===== config.mk =====
export PLATFORM = sky130hd
export DESIGN_NAME = float_stream_tx
export DESIGN_NICKNAME = d
export VERILOG_FILES = /design/src/rtl/float_stream_tx_pkg.sv /design/src/rtl/float_stream_tx_fifo.sv /design/src/rtl/float_stream_tx.sv
export SDC_FILE = /design/constraint.sdc
export NUM_CORES = 1
export LEC_CHECK = 0
export CAP_MARGIN = 10
export CORE_MARGIN = 5
export CORE_UTILIZATION = 30
export CTS_BUF_LIST = sky130_fd_sc_hd__clkbuf_8 sky130_fd_sc_hd__clkbuf_16
export DETAILED_ROUTE_END_ITERATION = 8
export PLACE_DENSITY = 0.46
export SYNTH_ARGS = -nofsm -noshare
export SYNTH_HDL_FRONTEND = slang
export SYNTH_SLANG_ARGS = --single-unit
export TNS_END_PERCENT = 100

===== constraint.sdc =====
create_clock -name clk -period 9 [get_ports clk]
set_clock_uncertainty 0.1 [all_clocks]
set_input_delay 2.7 -clock clk [delete_from_list [all_inputs] [get_ports clk]]
set_output_delay 2.7 -clock clk [all_outputs]
set_load 0.05 [all_outputs]

===== src/rtl/float_stream_tx_pkg.sv =====
// Shared types for the float_24_8 stream transmitter: the sample word and the
// frame FSM state encoding.
package float_stream_tx_pkg;

  typedef logic [31:0] float_24_8;

  typedef enum logic [1:0] {
    IDLE = 2'd0,
    SEND = 2'd1,
    DONE = 2'd2
  } float_stream_tx_state_t;

endpackage


===== src/rtl/float_stream_tx_fifo.sv =====
// Small synchronous FIFO for float_24_8 words; registered storage with the
// read word presented combinationally from the read pointer.
module float_stream_fifo
  import float_stream_tx_pkg::*;
#(
  parameter int DEPTH = 8,
  localparam int PTR_W = (DEPTH > 1) ? $clog2(DEPTH) : 1,
  localparam int CNT_W = PTR_W + 1
) (
  input  logic             clk,
  input  logic             reset,
  input  logic             push,
  input  float_24_8        push_data,
  input  logic             pop,
  output float_24_8        pop_data,
  output logic [CNT_W-1:0] count,
  output logic             full,
  output logic             empty
);

  float_24_8        mem_q [DEPTH];
  logic [PTR_W-1:0] wr_ptr_q, wr_ptr_d;
  logic [PTR_W-1:0] rd_ptr_q, rd_ptr_d;
  logic [CNT_W-1:0] count_q, count_d;
  logic             do_push;
  logic             do_pop;

  assign full     = (count_q == CNT_W'(DEPTH));
  assign empty    = (count_q == '0);
  assign count    = count_q;
  assign pop_data = mem_q[rd_ptr_q];
  assign do_push  = push && !full;
  assign do_pop   = pop && !empty;

  // Power-of-two depth lets the pointers wrap naturally.
  always_comb begin
    wr_ptr_d = wr_ptr_q;
    rd_ptr_d = rd_ptr_q;
    count_d  = count_q;
    if (do_push) wr_ptr_d = wr_ptr_q + PTR_W'(1);
    if (do_pop)  rd_ptr_d = rd_ptr_q + PTR_W'(1);
    case ({do_push, do_pop})
      2'b10:   count_d = count_q + CNT_W'(1);
      2'b01:   count_d = count_q - CNT_W'(1);
      default: count_d = count_q;
    endcase
  end

  always_ff @(posedge clk or negedge reset) begin
    if (!reset) begin
      wr_ptr_q <= '0;
      rd_ptr_q <= '0;
      count_q  <= '0;
    end else begin
      wr_ptr_q <= wr_ptr_d;
      rd_ptr_q <= rd_ptr_d;
      count_q  <= count_d;
    end
  end

  always_ff @(posedge clk) begin
    if (do_push) mem_q[wr_ptr_q] <= push_data;
  end

endmodule


===== src/rtl/float_stream_tx.sv =====
// Frame transmitter: buffers written samples and emits fixed-length vld/fst/rdy
// frames. Define FLOAT_STREAM_TX_CNT_EN to add the frames_sent counter port.
module float_stream_tx
  import float_stream_tx_pkg::*;
#(
  parameter int DEPTH = 8,
  parameter int LEN_W = 8
) (
  input  logic             clk,
  input  logic             reset,
  input  float_24_8        wr_data,
  input  logic             wr_vld,
  output logic             wr_rdy,
  input  logic [LEN_W-1:0] frame_len,
  input  logic             start,
  output logic             busy,
  output logic             done,
  output float_24_8        out_data,
  output logic             out_fst,
  output logic             out_vld,
  input  logic             out_rdy
`ifdef FLOAT_STREAM_TX_CNT_EN
  ,
  output logic [15:0]      frames_sent
`endif
);

  localparam int PTR_W = (DEPTH > 1) ? $clog2(DEPTH) : 1;
  localparam int CNT_W = PTR_W + 1;

  float_stream_tx_state_t st_q, st_d;
  logic [LEN_W-1:0]       rem_q, rem_d;
  logic                   first_q, first_d;
  logic                   out_vld_q, out_vld_d;
  logic                   out_fst_q, out_fst_d;
  float_24_8              out_data_q, out_data_d;

  float_24_8              fifo_rd_data;
  logic [CNT_W-1:0]       fifo_count;
  logic                   fifo_full;
  logic                   fifo_empty;
  logic                   fifo_push;
  logic                   load;
  logic                   xfer;
  logic                   last_xfer;
  logic                   accept_start;

  float_stream_fifo #(.DEPTH(DEPTH)) u_fifo (
    .clk       (clk),
    .reset     (reset),
    .push      (fifo_push),
    .push_data (wr_data),
    .pop       (load),
    .pop_data  (fifo_rd_data),
    .count     (fifo_count),
    .full      (fifo_full),
    .empty     (fifo_empty)
  );

  assign wr_rdy       = (fifo_count != CNT_W'(DEPTH));
  assign fifo_push    = wr_vld && !fifo_full;
  assign accept_start = (st_q == IDLE) && start && (frame_len != '0);
  assign xfer         = out_vld_q && out_rdy;
  assign load         = (st_q == SEND) && (!out_vld_q || out_rdy) && !fifo_empty && (rem_q != '0);
  // rem_q counts loads, so once it is zero the word in the register is the last.
  assign last_xfer    = (st_q == SEND) && xfer && (rem_q == '0);

  always_ff @(posedge clk or negedge reset) begin
    if (!reset) st_q <= IDLE;
    else        st_q <= st_d;
  end

  always_comb begin
    st_d = st_q;
    case (st_q)
      IDLE:    if (accept_start) st_d = SEND;
      SEND:    if (last_xfer) st_d = DONE;
      DONE:    st_d = IDLE;
      default: st_d = IDLE;
    endcase
  end

  always_comb begin
    busy = (st_q == SEND) || (st_q == DONE);
    done = (st_q == DONE);
  end

  always_comb begin
    rem_d      = rem_q;
    first_d    = first_q;
    out_vld_d  = out_vld_q;
    out_fst_d  = out_fst_q;
    out_data_d = out_data_q;
    if (accept_start) begin
      rem_d   = frame_len;
      first_d = 1'b1;
    end
    if (load) begin
      out_vld_d  = 1'b1;
      out_fst_d  = first_q;
      out_data_d = fifo_rd_data;
      first_d    = 1'b0;
      rem_d      = rem_q - LEN_W'(1);
    end else if (xfer) begin
      out_vld_d = 1'b0;
      out_fst_d = 1'b0;
    end
  end

  always_ff @(posedge clk or negedge reset) begin
    if (!reset) begin
      rem_q      <= '0;
      first_q    <= 1'b0;
      out_vld_q  <= 1'b0;
      out_fst_q  <= 1'b0;
      out_data_q <= '0;
    end else begin
      rem_q      <= rem_d;
      first_q    <= first_d;
      out_vld_q  <= out_vld_d;
      out_fst_q  <= out_fst_d;
      out_data_q <= out_data_d;
    end
  end

  assign out_vld  = out_vld_q;
  assign out_fst  = out_fst_q;
  assign out_data = out_data_q;

`ifdef FLOAT_STREAM_TX_CNT_EN
  logic [15:0] frames_q, frames_d;

  always_comb begin
    frames_d = frames_q;
    if (st_q == DONE) frames_d = frames_q + 16'd1;
  end

  always_ff @(posedge clk or negedge reset) begin
    if (!reset) frames_q <= '0;
    else        frames_q <= frames_d;
  end

  assign frames_sent = frames_q;
`endif

endmodule


# ---- After elaboration in Yosys (flattened, before gate mapping)
# Memory sizes are Yosys's and may differ from the RTL's. A register that Yosys moved wholly into a read port is not among the register bits.
# Index checks and enable logic that the tools add are counted.
dict set report op_classes {
  multipliers 0
  div_mod_pow 0
  n_addsub 5
  n_eq_ne 8
  n_shift 0
  bitwise_logic 0
  n_reduce_logical 26
  n_mux 13
  n_lt_le_gt_ge 0
}
# op count
set ops {}
lappend ops {{$mux 8} 2}
lappend ops {{$reduce_bool 8->1} 2}
lappend ops {{$logic_and 1x1->1} 11}
lappend ops {{$logic_not 8->1} 1}
lappend ops {{$pmux 4 s2} 1}
lappend ops {{$sub 8x1->8 const B} 1}
lappend ops {{$mux 1} 7}
lappend ops {{$add 3x1->3 const B} 2}
lappend ops {{$reduce_bool 2->1} 3}
lappend ops {{$add 4x1->4 const B} 1}
lappend ops {{$eq 2x1->1 const B} 2}
lappend ops {{$eq 2x2->1 const B} 2}
lappend ops {{$eq 4x4->1 const B} 1}
lappend ops {{$logic_not 1->1} 4}
lappend ops {{$logic_not 4->1} 1}
lappend ops {{$mux 2} 2}
lappend ops {{$ne 2x2->1 const B} 2}
lappend ops {{$ne 4x4->1 const B} 1}
lappend ops {{$pmux 2 s2} 1}
lappend ops {{$sub 4x1->4 const B} 1}
lappend ops {{$logic_not 2->1} 1}
lappend ops {{$logic_or 1x1->1} 2}
lappend ops {{$reduce_and 2->1} 1}
dict set report word_totals {
  n_memories 1
  elab_cells 61
  rom_bits 0
  latch_bits 0
  ram_bits 256
  inputBits 45
  out_inout_bits 37
  reg_bits 23
}
# memory depth width read_ports rd_ports_with_merged_regs wr line
set memory_table {}
lappend memory_table {u_fifo.mem_q 8 32 1 1 1 float_stream_tx_fifo.sv:21} ;# float_24_8 mem_q [DEPTH];

# ---- Longest topological paths before layout
# Gate-level depths: netlist of the first run.
dict set report depth {
  word_depth 8
  ltp_mapped 13
  mapped_depth_nobuf 13
}

# ---- Hierarchy
# From an unflattened synthesis of the first run, not the netlist that was laid out.
dict set report unflattened {
  hier_cells 587
  hier_area_um2 12330.6
}
# module cells_per_inst seq_area_each_um2 instances area_each_um2
set modules_own_cells {}
lappend modules_own_cells {float_stream_fifo 437 7937.6 1 10296.1}
lappend modules_own_cells {float_stream_tx 150 1126.1 1 2034.5}

# ---- Worst setup path before layout of the first run
# Ideal clock, no wire load.
dict set report synth_timing {
  path_kind {input-to-reg}
  start {in wr_vld}
  end {mem u_fifo.mem_q[0][0] (netlist name) (enable)}
  stages 2
  t_arrival_ns 5.971
  slack_ns 2.426
  setup_time_ns 0.502
  n_path_buf 0
  required_time_ns 8.398
  path_cell_list {nand2_1 -> nor4_1}
}
dict set report synth_via {
  elab_chain_len 4
}
# element line
set synth_rtl {}
lappend synth_rtl {{from (decl)} float_stream_tx.sv:12} ;# input logic wr_vld,
lappend synth_rtl {{$logic_and 1x1->1} float_stream_tx.sv:61} ;# assign fifo_push = wr_vld && !fifo_full;
lappend synth_rtl {{$logic_and 1x1->1} float_stream_tx_fifo.sv:32} ;# assign do_push = push && !full;
lappend synth_rtl {{$mux 1} float_stream_tx_fifo.sv:62} ;# if (do_push) mem_q[wr_ptr_q] <= push_data;
lappend synth_rtl {{$mux 1 (implied by the code)} float_stream_tx_fifo.sv:62}
lappend synth_rtl {{to (decl)} float_stream_tx_fifo.sv:21}
# No other way between the ends.

# ---- Final worst setup path of the first run
dict set report layout_timing {
  start {in out_rdy}
  end {reg u_fifo.count_q[2] (netlist: u_fifo.count[2])}
}
dict set report layout_via {
  elab_chain_len 7
  elab_cells_between_ends 9
  cone_classes {eq/ne: 2; mux: 1; reduce/logical: 6}
}
# element line
set layout_rtl {}
lappend layout_rtl {{from (decl)} float_stream_tx.sv:21} ;# input logic out_rdy
lappend layout_rtl {{$logic_or 1x1->1 *} float_stream_tx.sv:64} ;# assign load = (st_q == SEND) && (!out_vld_q || out_rdy) && !fifo_empty && (rem_q != '0);
lappend layout_rtl {{$logic_and 1x1->1 * (3 in a row)} float_stream_tx.sv:64}
lappend layout_rtl {{$logic_and 1x1->1 *} float_stream_tx_fifo.sv:33} ;# assign do_pop = pop && !empty;
lappend layout_rtl {{named net u_fifo.do_pop} float_stream_tx_fifo.sv:26} ;# logic do_pop;
lappend layout_rtl {{$eq 2x1->1 / $eq 2x2->1 (equally long branches)} float_stream_tx_fifo.sv:42} ;# case ({do_push, do_pop})
lappend layout_rtl {{$pmux 4 s2 / $reduce_bool 2->1 (equally long branches)} -}
lappend layout_rtl {{to (signal assigned)} float_stream_tx_fifo.sv:57} ;# count_q <= count_d;
lappend layout_rtl {{to (decl)} float_stream_tx_fifo.sv:24} ;# logic [CNT_W-1:0] count_q, count_d;
# The timed path passes the listed nets; every way through them passes the cells marked *.
# A chain may end at the register's enable or synchronous reset.

==> metrics.txt, run 1 <==
RSZ-0062 raised after global routing false; die area 44190 um2; Routed Wire Length 25760 um; Pre-antenna DRT Iters 4; Core Footprint 39730 um2; share of cells above drive strength 1 19.29%; IO Pins 82; Synth Warn # 0; number of flops mapped to enable cells by yosys 256; slew margin rel. 28.96%; max_cap viols 0; gpl congestion 0.7240; met3 Use GR 2.605%; crit path kind in -> reg; drt first-iter violations 364; TritonCTS clock tree built; Pwr Density 340.5 nW/um2; Worst path max stage delay 0.48 ns; DRC violations left 0; vias in the first global route 6491; Min Hold Slack 0.3808 ns; WP data required 9.28 ns; cell area after layout 14580 um2; net switching power figure 0.001679 W; die width 210.2 um; NumNets Final 766; clock-pin transition on the worst setup and hold timing paths 0.06 ns; Buf+Inv Stages, Crit Path 2; clk sinks 311; hold_buf cts 0; asr flop ratio synth 17.68%; CP top delay family simple AND/OR/NAND/NOR gates; internal power 0.003284 W; first-pass GRT wire length 40450 um; Slew Limit Fails 0; Site Rows 73; gr usage total 11.79%; Non-Filler Instances 1261; combinational share of power 31.6%; Finish-stage setup viols 0; static leakage 4.975 nW; minimum clock period 5.116 ns; Peak VDD IR 0.0001413 V; Worst Hold Depth 2; r2r worst-path depth 13; H-tree levels 2; initial antenna violation count 1; HP Class reg -> reg; Worst-Margin Slew 1.066 ns; CP max-delay cell clkdlybuf4s50_1; largest net degree at the start of global routing 80; sequential power share 42.5%; most common flop cell mapped by yosys edfxtp_1; drt via density 4.619; Starting Density 30.27%; pre-CTS WS 3.315 ns; Mapped Avg Cell Area 19.75 um2; Setup TNS 0 ns; post-DP HPWL 15300 um; Critical Path Stages 12; fmax 0.1955 GHz; GRT busiest layer met2; crit-path cells clkdlybuf4s50_1 -> nor2b_1 -> nor3b_2 -> nand2_8 -> inv_6 -> ha_1 -> xor2_1 -> ha_1 -> a21oi_1 -> xor2_1 -> nor2_1 -> xor2_1; vias post-DR 5824; post_cts resized 0; sequential area share after synthesis 75.36%; Placed Area 13530 um2; Diodes inserted 0; post-route ant nets 0; synth unique cells 40; CP Capture Type register; number of I/O port buffers 81; met2 Use GR 19.95%; Area Growth Syn to Fin 21.20%; Cells after Synth 609; #FFs+latches synth 311; net count after synthesis 665; most frequent CP cell xor2_1; GRT met1 Usage 15.63%; dpl cells 1198; CP arrival 5.40 ns; Worst Setup Slack, final 3.884 ns; Mapped Area 12030 um2; Inserted Clock Buffers 35; Clk network pwr share 25.9%; crit path max fanout 79; total gr overflow 0; status finished clean; type of origin of the critical path input port; maximum buffer depth of the clock tree 3; switching part of the total power 33.83%; final number of hold-violating endpoints 0; worst skew pair latency 0.51 ns; CTS Root Cell clkbuf_16; postcts setup bufs 0; die height 210.2 um; period utilisation layout 56.84%; post-DR wirelength/cell 20.43 um
-- worst paths after layout --
kind,startpoint,endpoint,slack [ns]
setup / recovery,out_rdy,u_fifo.count[2]$_DFFE_PN0P_,3.88
hold / removal,out_data[24]$_DFFE_PN0N_,out_data[24]$_DFFE_PN0N_,0.38
setup reg to reg,rem_q[0]$_DFFE_PN0P_,u_fifo.count[2]$_DFFE_PN0P_,5.44
hold reg to reg,out_data[24]$_DFFE_PN0N_,out_data[24]$_DFFE_PN0N_,0.38
max in group asynchronous,reset,u_fifo.rd_ptr_q[0]$_DFFE_PN0P_,5.95
min in group asynchronous,reset,out_data[3]$_DFFE_PN0N_,2.19
-- cells in the final DEF, fill, tap and decap left out, types with 6 or more instances in the layout --
cell | netlist | layout
buf_4 | 4 | 8
clkbuf_16 | 0 | 36
clkdlybuf4s50_1 | 0 | 80
clkinv_2 | 0 | 6
dfrtp_1 | 55 | 52
edfxtp_1 | 256 | 256
ha_1 | 11 | 11
inv_1 | 6 | 18
mux2i_1 | 33 | 33
mux4_2 | 64 | 64
nand2_1 | 44 | 44
nor2_1 | 11 | 8
o21ai_0 | 34 | 34
xnor2_1 | 6 | 6
-- power by group through the flow --
| stage | Clock (W) | Combinational, W | Sequential (W) |
|---|---|---|---|
| 5_1_grt | 0.00139 | 0.00172 | 0.00215 |
| 4_1_cts | 0.00133 | 0.00162 | 0.00212 |
| 6_report | 0.00129 | 0.00157 | 0.00211 |
| 3_3_place_gp | 0 | 0.00158 | 0.00213 |
| 2_1_floorplan | 0 | 0.000976 | 0.00225 |
| 3_5_place_dp | 0 | 0.00161 | 0.00215 |
-- per-layer routing --
| layer | vias up | wire length (um) |
|---|---|---|
| met5 | - | 7 |
| met1 | 3035 | 11630 |
| met3 | 41 | 1090 |
| met4 | 2 | 476 |
| li1 | 2640 | - |
| met2 | 106 | 12550 |
-- area by class of cell --
cell class / instances / area, um2
tap: 525 / 656.9
sequential: 311 / 9072
clock inverter: 26 / 131.4
multi-input combinational: 264 / 2849
timing repair buffer: 91 / 920.9
inverter: 7 / 31.28
clock buffer: 37 / 914.6
fill: 3683 / 25160
-- per-stage QoR --
stage | power (W) | util [%]
after CTS | 0.005069 | 36.69
final | 0.004963 | 36.69
after detailed placement | 0.003760 | 34.05
after global routing | 0.005257 | 36.69
after floorplan | 0.003221 | -
after global placement | 0.003716 | 33.90
-- synth_stat cells (all sizes together) (5+ instances only) --
library cell / count / area [um2]
mux2i: 33 / 330.3
nor4: 5 / 31.28
a21oi: 5 / 28.78
ha: 11 / 137.6
inv: 7 / 31.28
dfrtp: 55 / 1376
mux4: 64 / 1441
xnor2: 6 / 52.55
nor3: 8 / 40.04
nor2: 11 / 41.29
edfxtp: 256 / 7687
o21ai: 34 / 170.2
buf: 12 / 75.07
clkbuf: 15 / 56.30
nand2: 45 / 185.2
-- tightest hold or removal path, stage by stage, from the launching register on --
cell and delay, ns:
dfrtp_1 0.34, nand2_1 0.05, o21ai_0 0.06
-- kinds of logic (layout without fill, tap and decap cells) --
family          after synthesis  count (layout)  synth area share, %
compound gates               57              57                2.903
xor+xnor                     10              10               0.7282
fa+ha+maj                    11              11                1.144
buf+inv                      34             161                1.352
flops                       311             311                75.36
mux                         101             101                15.11
simple gates                 85              85                3.402
-- flip-flops by register name (all words and copies together) (netlist names), 2 cells and up --
signal,cells
u_fifo.rd_ptr_q,3
st_q,2
u_fifo.mem_q,256
out_data,32
u_fifo.count,4
u_fifo.wr_ptr_q,3
rem_q,8
Note: power is estimated with default switching activity, not from simulation.
==> run 2: changes to the inputs <==
- PLACE_DENSITY: 0.46 -> 0.48
- clock period: 9 -> 4.5 ns (I/O delays scaled with it)
==> run 2 against run 1 <==
- cell count increased by 0.95%
- sequential power up 100%
- combinational power rose by 100%
- core utilization is 0.54 points higher
- worst setup slack got worse by 2.9 ns
- largest power group unchanged
- die area is the same
- non-clock buffer count up 12
- power increased by 110%
- highest routed layer unchanged
- final area is 1.5% higher
- count of clock-buffer cells in the layout up 4
==> metrics.txt, run 2 (synthesized netlist as in run 1, its figures left out) <==
Non-Filler Instances 1273 (+0.95%); post_cts resized 0 (unchanged); postcts setup bufs 0 (unchanged); CP max-delay cell clkdlybuf4s50_1; Starting Density 30.27% (unchanged); CP arrival 2.07 ns (-3.33 ns); status finished clean; fmax 0.2837 GHz; crit path max fanout 4 (-95%); crit-path cells inv_1 -> ha_1 -> clkdlybuf4s50_1; sequential power share 41.1% (-1.4 points); Area Growth Syn to Fin 22.97%; TritonCTS clock tree built; die width 210.2 um (unchanged); Buf+Inv Stages, Crit Path 2 (unchanged); die height 210.2 um (unchanged); Worst-Margin Slew 1.186 ns (+0.1209 ns); max reg flops 256 (unchanged); maximum buffer depth of the clock tree 3 (unchanged); number of I/O port buffers 81 (unchanged); gpl congestion 0.7105 (-1.9%); RSZ-0062 raised after global routing false; DRC violations left 0 (unchanged); post-route ant nets 0 (unchanged); Slew Limit Fails 0 (unchanged); Worst path max stage delay 0.80 ns (+0.32 ns); switching part of the total power 32.54% (-1.3 points); initial antenna violation count 3 (+2); Pre-antenna DRT Iters 4 (unchanged); period utilisation layout 78.33%; Setup TNS 0 ns (unchanged); combinational share of power 30.8% (-0.8 points); worst skew pair latency 0.51 ns (about the same); minimum clock period 3.525 ns; slew margin rel. 20.90% (-8.1 points); Power Total 0.01023 W (+110%); clk sinks 311 (unchanged); largest net degree at the start of global routing 79 (-1.3%); Diodes inserted 0 (unchanged); type of origin of the critical path register; dpl cells 1210 (+1.0%); HP Class reg -> reg; commonest non-fill, non-tap cells in the layout edfxtp_1, clkdlybuf4s50_1, mux4_2; IO Pins 82 (unchanged); final number of hold-violating endpoints 0 (unchanged); vias post-DR 5802 (-0.38%); total gr overflow 0 (unchanged); CTS Root Cell clkbuf_16; commonest non-fill, non-tap cell in the layout edfxtp_1; Peak VDD IR 0.0002560 V (+81%); first-pass GRT wire length 38990 um (-3.6%); share of cells above drive strength 1 21.66% (+2.4 points); Site Rows 73 (unchanged); post-DP HPWL 15200 um (-0.70%); post-DR wirelength/cell 19.60 um (-4.0%); CP Capture Type primary output; H-tree levels 2 (unchanged); Core Footprint 39730 um2 (unchanged); Largest Register u_fifo.mem_q; drt via density 4.558 (-1.3%); net switching power figure 0.003330 W (+98%); Finish-stage setup viols 0 (unchanged); CP top delay family buffers and inverters; vias in the first global route 6418 (-1.1%); hold_buf cts 0 (unchanged); die area 44190 um2 (unchanged); drt first-iter violations 341 (-6.3%); Routed Wire Length 24950 um (-3.1%); static leakage 5.083 nW (+2.2%); Inserted Clock Buffers 35 (unchanged); WP data required 3.05 ns (-6.23 ns); clock-pin transition on the worst setup and hold timing paths 0.06 ns (about the same); internal power 0.006903 W (+110%); Clk network pwr share 28.1% (+2.2 points); Pwr Density 692.0 nW/um2 (+100%); NumNets Final 778 (+1.6%); crit path kind reg -> out; max_cap viols 0 (unchanged); gr usage total 11.44% (-0.34 points)
[run 2: changes by cell type in the layout (fill, tap and decap cells not counted), moves of 2 or more]
cell       before  now
buf_4           8   21
inv_1          18   13
bufinv_16       0    4
clkbuf_8        1    4
clkinv_1        4    1
buf_12          3    1
[run 2: worst reg2reg max path: cells and delay by family (launching register included)]
| family | cells | cell delay (ns) |
|---|---|---|
| simple gates | 4 | 1.17 |
| fa+ha+maj | 3 | 0.64 |
| xor+xnor | 3 | 0.49 |
| flops | 1 | 0.40 |
| compound gates | 1 | 0.14 |
| buf+inv | 2 | 0.12 |
[run 2: layout make-up]
class,count,area [um2]
Inverter,7,31.28
Sequential cell,311,9070
Tap cell,525,656.9
Timing Repair Buffer,103,983.4
Clock inverter,22,209.0
Fill cell,3651,24940
Multi-Input combinational cell,264,2858
Clock buffer,41,980.9
[run 2: metrics by stage]
| step | util (%) | setup slack [ns] | hold WS (ns) | instance area [um2] |
|---|---|---|---|---|
| after detailed placement | 34.23 | 0.6273 | 0.3697 | 13600 |
| final | 37.22 | 0.9751 | 0.3757 | 14790 |
| after global routing | 37.22 | 0.7890 | 0.4051 | 14790 |
| after CTS | 37.22 | 0.9342 | 0.3826 | 14790 |
| after floorplan | - | 0.1280 | 0.3380 | 12030 |
| after global placement | 34.23 | 0.6622 | 0.3623 | 13600 |
[run 2: final timing paths]
path	slack, ns	from	cells past startpoint	endpoint
min in group asynchronous	0.80	reset	1	u_fifo.rd_ptr_q[0]$_DFFE_PN0P_
min reg2reg	0.38	out_data[3]$_DFFE_PN0N_	2	out_data[3]$_DFFE_PN0N_
max	0.98	st_q[0]$_DFFE_PN0P_	3	busy
max reg2reg	1.32	rem_q[0]$_DFFE_PN0P_	13	u_fifo.count[2]$_DFFE_PN0P_
min	0.38	out_data[3]$_DFFE_PN0N_	2	out_data[3]$_DFFE_PN0N_
max in group asynchronous	2.70	reset	2	out_data[20]$_DFFE_PN0N_
[run 2: power by group through the flow]
stage | clock (W) | sequential [W] | combinational, W
3_5_place_dp | 0 | 0.00428 | 0.00324
2_1_floorplan | 0 | 0.00449 | 0.00195
3_3_place_gp | 0 | 0.00426 | 0.00320
6_report | 0.00287 | 0.00421 | 0.00315
5_1_grt | 0.00309 | 0.00430 | 0.00343
4_1_cts | 0.00296 | 0.00423 | 0.00324
[run 2: per-layer routing]
layer	global-route usage [%]	share of wire, %	routed length (um)
met1	14.77	43	10800
met2	19.62	50	12590
met3	2.664	4.4	1097
met4	2.925	1.7	416
met5	0	0.19	47
==> run 3: changes to the inputs <==
- PLACE_DENSITY: 0.48 -> 0.46
- clock period: 4.5 -> 3.25 ns (I/O delays scaled with it)
==> run 3 against run 2 <==
- count of clock-buffer cells in the layout is 2 lower
- first-iteration DRC count down 23%
- sequential cell count is the same
- register-to-register slack lost 1.2 ns
- via count is 0.48% higher
- cell count about the same
- combinational power rose by 44%
- wire length increased by 4.0%
- final area up 0.53%
- clock power rose by 30%
- worst setup slack got worse by 0.88 ns
- largest cell class unchanged
==> metrics.txt, run 3 (synthesized netlist as in run 1, its figures left out) <==
Worst Setup Slack, final 0.09224 ns (-0.8829 ns); Routed Wire Length 25960 um (+4.0%); Setup TNS 0 ns (unchanged); clock-pin transition on the worst setup and hold timing paths 0.06 ns (about the same); hold_buf cts 0 (unchanged); clk sinks 311 (unchanged); CP arrival 2.08 ns (about the same); initial antenna violation count 4 (+1); reg2reg start rem_q[0]$_DFFE_PN0P_; IO Pins 82 (unchanged); max_cap viols 0 (unchanged); commonest non-fill, non-tap cell in the layout edfxtp_1; H-tree levels 2 (unchanged); die width 210.2 um (unchanged); HP Class reg -> reg; RSZ-0062 raised after global routing true; die area 44190 um2 (unchanged); number of I/O port buffers 81 (unchanged); setup slack, reg-to-reg 0.13 ns (-1.19 ns); minimum clock period 3.158 ns; die height 210.2 um (unchanged); crit path max fanout 4 (unchanged); Core Footprint 39730 um2 (unchanged); Largest Register u_fifo.mem_q; Area Growth Syn to Fin 23.63%; Site Rows 73 (unchanged); Power Total 0.01409 W (+38%); Finish-stage setup viols 0 (unchanged); Inserted Clock Buffers 35 (unchanged); CP Capture Type primary output; TritonCTS clock tree built; slew margin rel. 53.28% (+32 points); gpl congestion 0.7402 (+4.2%); FF-to-FF End u_fifo.count[2]$_DFFE_PN0P_; DRC violations left 0 (unchanged); Placed Area 13740 um2 (+1.0%); Hold EP out_fst$_DFFE_PN0P_; Slew Limit Fails 0 (unchanged); drt first-iter violations 264 (-23%); total gr overflow 0 (unchanged); cell area after layout 14870 um2 (+0.53%); static leakage 5.089 nW (+0.11%); pre-CTS WS -0.06594 ns (-0.6932 ns); NumNets Final 778 (unchanged); period utilisation layout 97.16%; Min-Delay Startpoint first_q$_DFFE_PN0P_; share of cells above drive strength 1 21.50% (-0.16 points); Worst Hold Depth 2 (unchanged); Post-Route Utilization 37.42% (+0.20 points); post-DP HPWL 14420 um (-5.1%); commonest non-fill, non-tap cells in the layout edfxtp_1, clkdlybuf4s50_1, mux4_2; drt via density 4.576 (+0.40%); largest net degree at the start of global routing 79 (unchanged); first-pass GRT wire length 39790 um (+2.1%); Peak VDD IR 0.0003569 V (+39%); gr usage total 11.81% (+0.37 points); Diodes inserted 0 (unchanged); CTS Root Cell clkbuf_16; post-DR wirelength/cell 20.37 um (+3.9%); Starting Density 30.27% (unchanged); crit path kind reg -> out; Worst-Margin Slew 0.7008 ns (-0.4856 ns); post-route ant nets 0 (unchanged); r2r worst-path depth 13 (unchanged); type of origin of the critical path register; status finished clean; final number of hold-violating endpoints 0 (unchanged); fmax 0.3167 GHz; maximum buffer depth of the clock tree 3 (unchanged); worst skew pair latency 0.51 ns (about the same); WP data required 2.17 ns (-0.88 ns); vias in the first global route 6416 (-0.031%); Pre-antenna DRT Iters 4 (unchanged); max reg flops 256 (unchanged); vias post-DR 5830 (+0.48%); Pwr Density 947.6 nW/um2 (+37%)
run 3: cell count changes in the layout (fill, tap and decap cells not counted), moves of 3 or more:
cell	change
inv_1	+4
clkinv_1	+3
clkinv_2	-5
buf_12	+11
buf_4	-11
run 3: metal layers:
metal	GRT usage (%)	part of all wire, %	up-vias
met2	20.41	51	103
met1	15.17	42	3013
met3	2.694	4.7	41
li1	-	-	2665
met5	0	0.19	-
met4	2.970	1.8	8
run 3: report_power, final:
group / switching, W / leakage (nW) / internal (W)
Combinational: 0.00249 / 1.51 / 0.00204
Clock: 0.00150 / 0.579 / 0.00222
Sequential: 0.000662 / 3.00 / 0.00517
run 3: how the worst max path moves through the flow:
stage	from	to	slack [ns]	cells past startpoint
floorplan	u_fifo.count[1]$_DFFE_PN0P_	u_fifo.mem_q[2][0]$_DFFE_PP_	-0.89	5
global placement	out_rdy	u_fifo.count[2]$_DFFE_PN0P_	0.002	13
detailed placement	out_rdy	u_fifo.count[2]$_DFFE_PN0P_	-0.07	13
CTS	st_q[0]$_DFFE_PN0P_	busy	0.05	3
global route	rem_q[1]$_DFFE_PN0P_	u_fifo.count[2]$_DFFE_PN0P_	-0.01	13
finish	st_q[0]$_DFFE_PN0P_	busy	0.09	3
run 3: layout make-up:
class | count | area, um2
repair buffers | 103 | 1121
clock inverters | 25 | 176.4
fillers | 3632 | 24860
clock buffers | 39 | 930.9
inverters | 7 | 31.28
multi-input cells | 264 | 2879
well taps | 525 | 656.9
flip-flops and latches | 311 | 9072
run 3: metrics by stage:
| step | hold WS (ns) | std cells |
|---|---|---|
| after floorplan | 0.3380 | 609 |
| after global placement | 0.3643 | 1209 |
| after detailed placement | 0.3667 | 1209 |
| after CTS | 0.3812 | 1273 |
| after global routing | 0.3964 | 1274 |
| final | 0.3731 | 1274 |
run 3: critical path: stages (launching register included):
cell             delay, ns
dfrtp_1               0.40
inv_1                 0.10
ha_1                  0.29
clkdlybuf4s50_1       0.80
run 3: timing repair:
action	4_1_cts	5_1_grt
gates resized for setup	0	5
setup endpoints to repair	0	1
buffers inserted	0	1
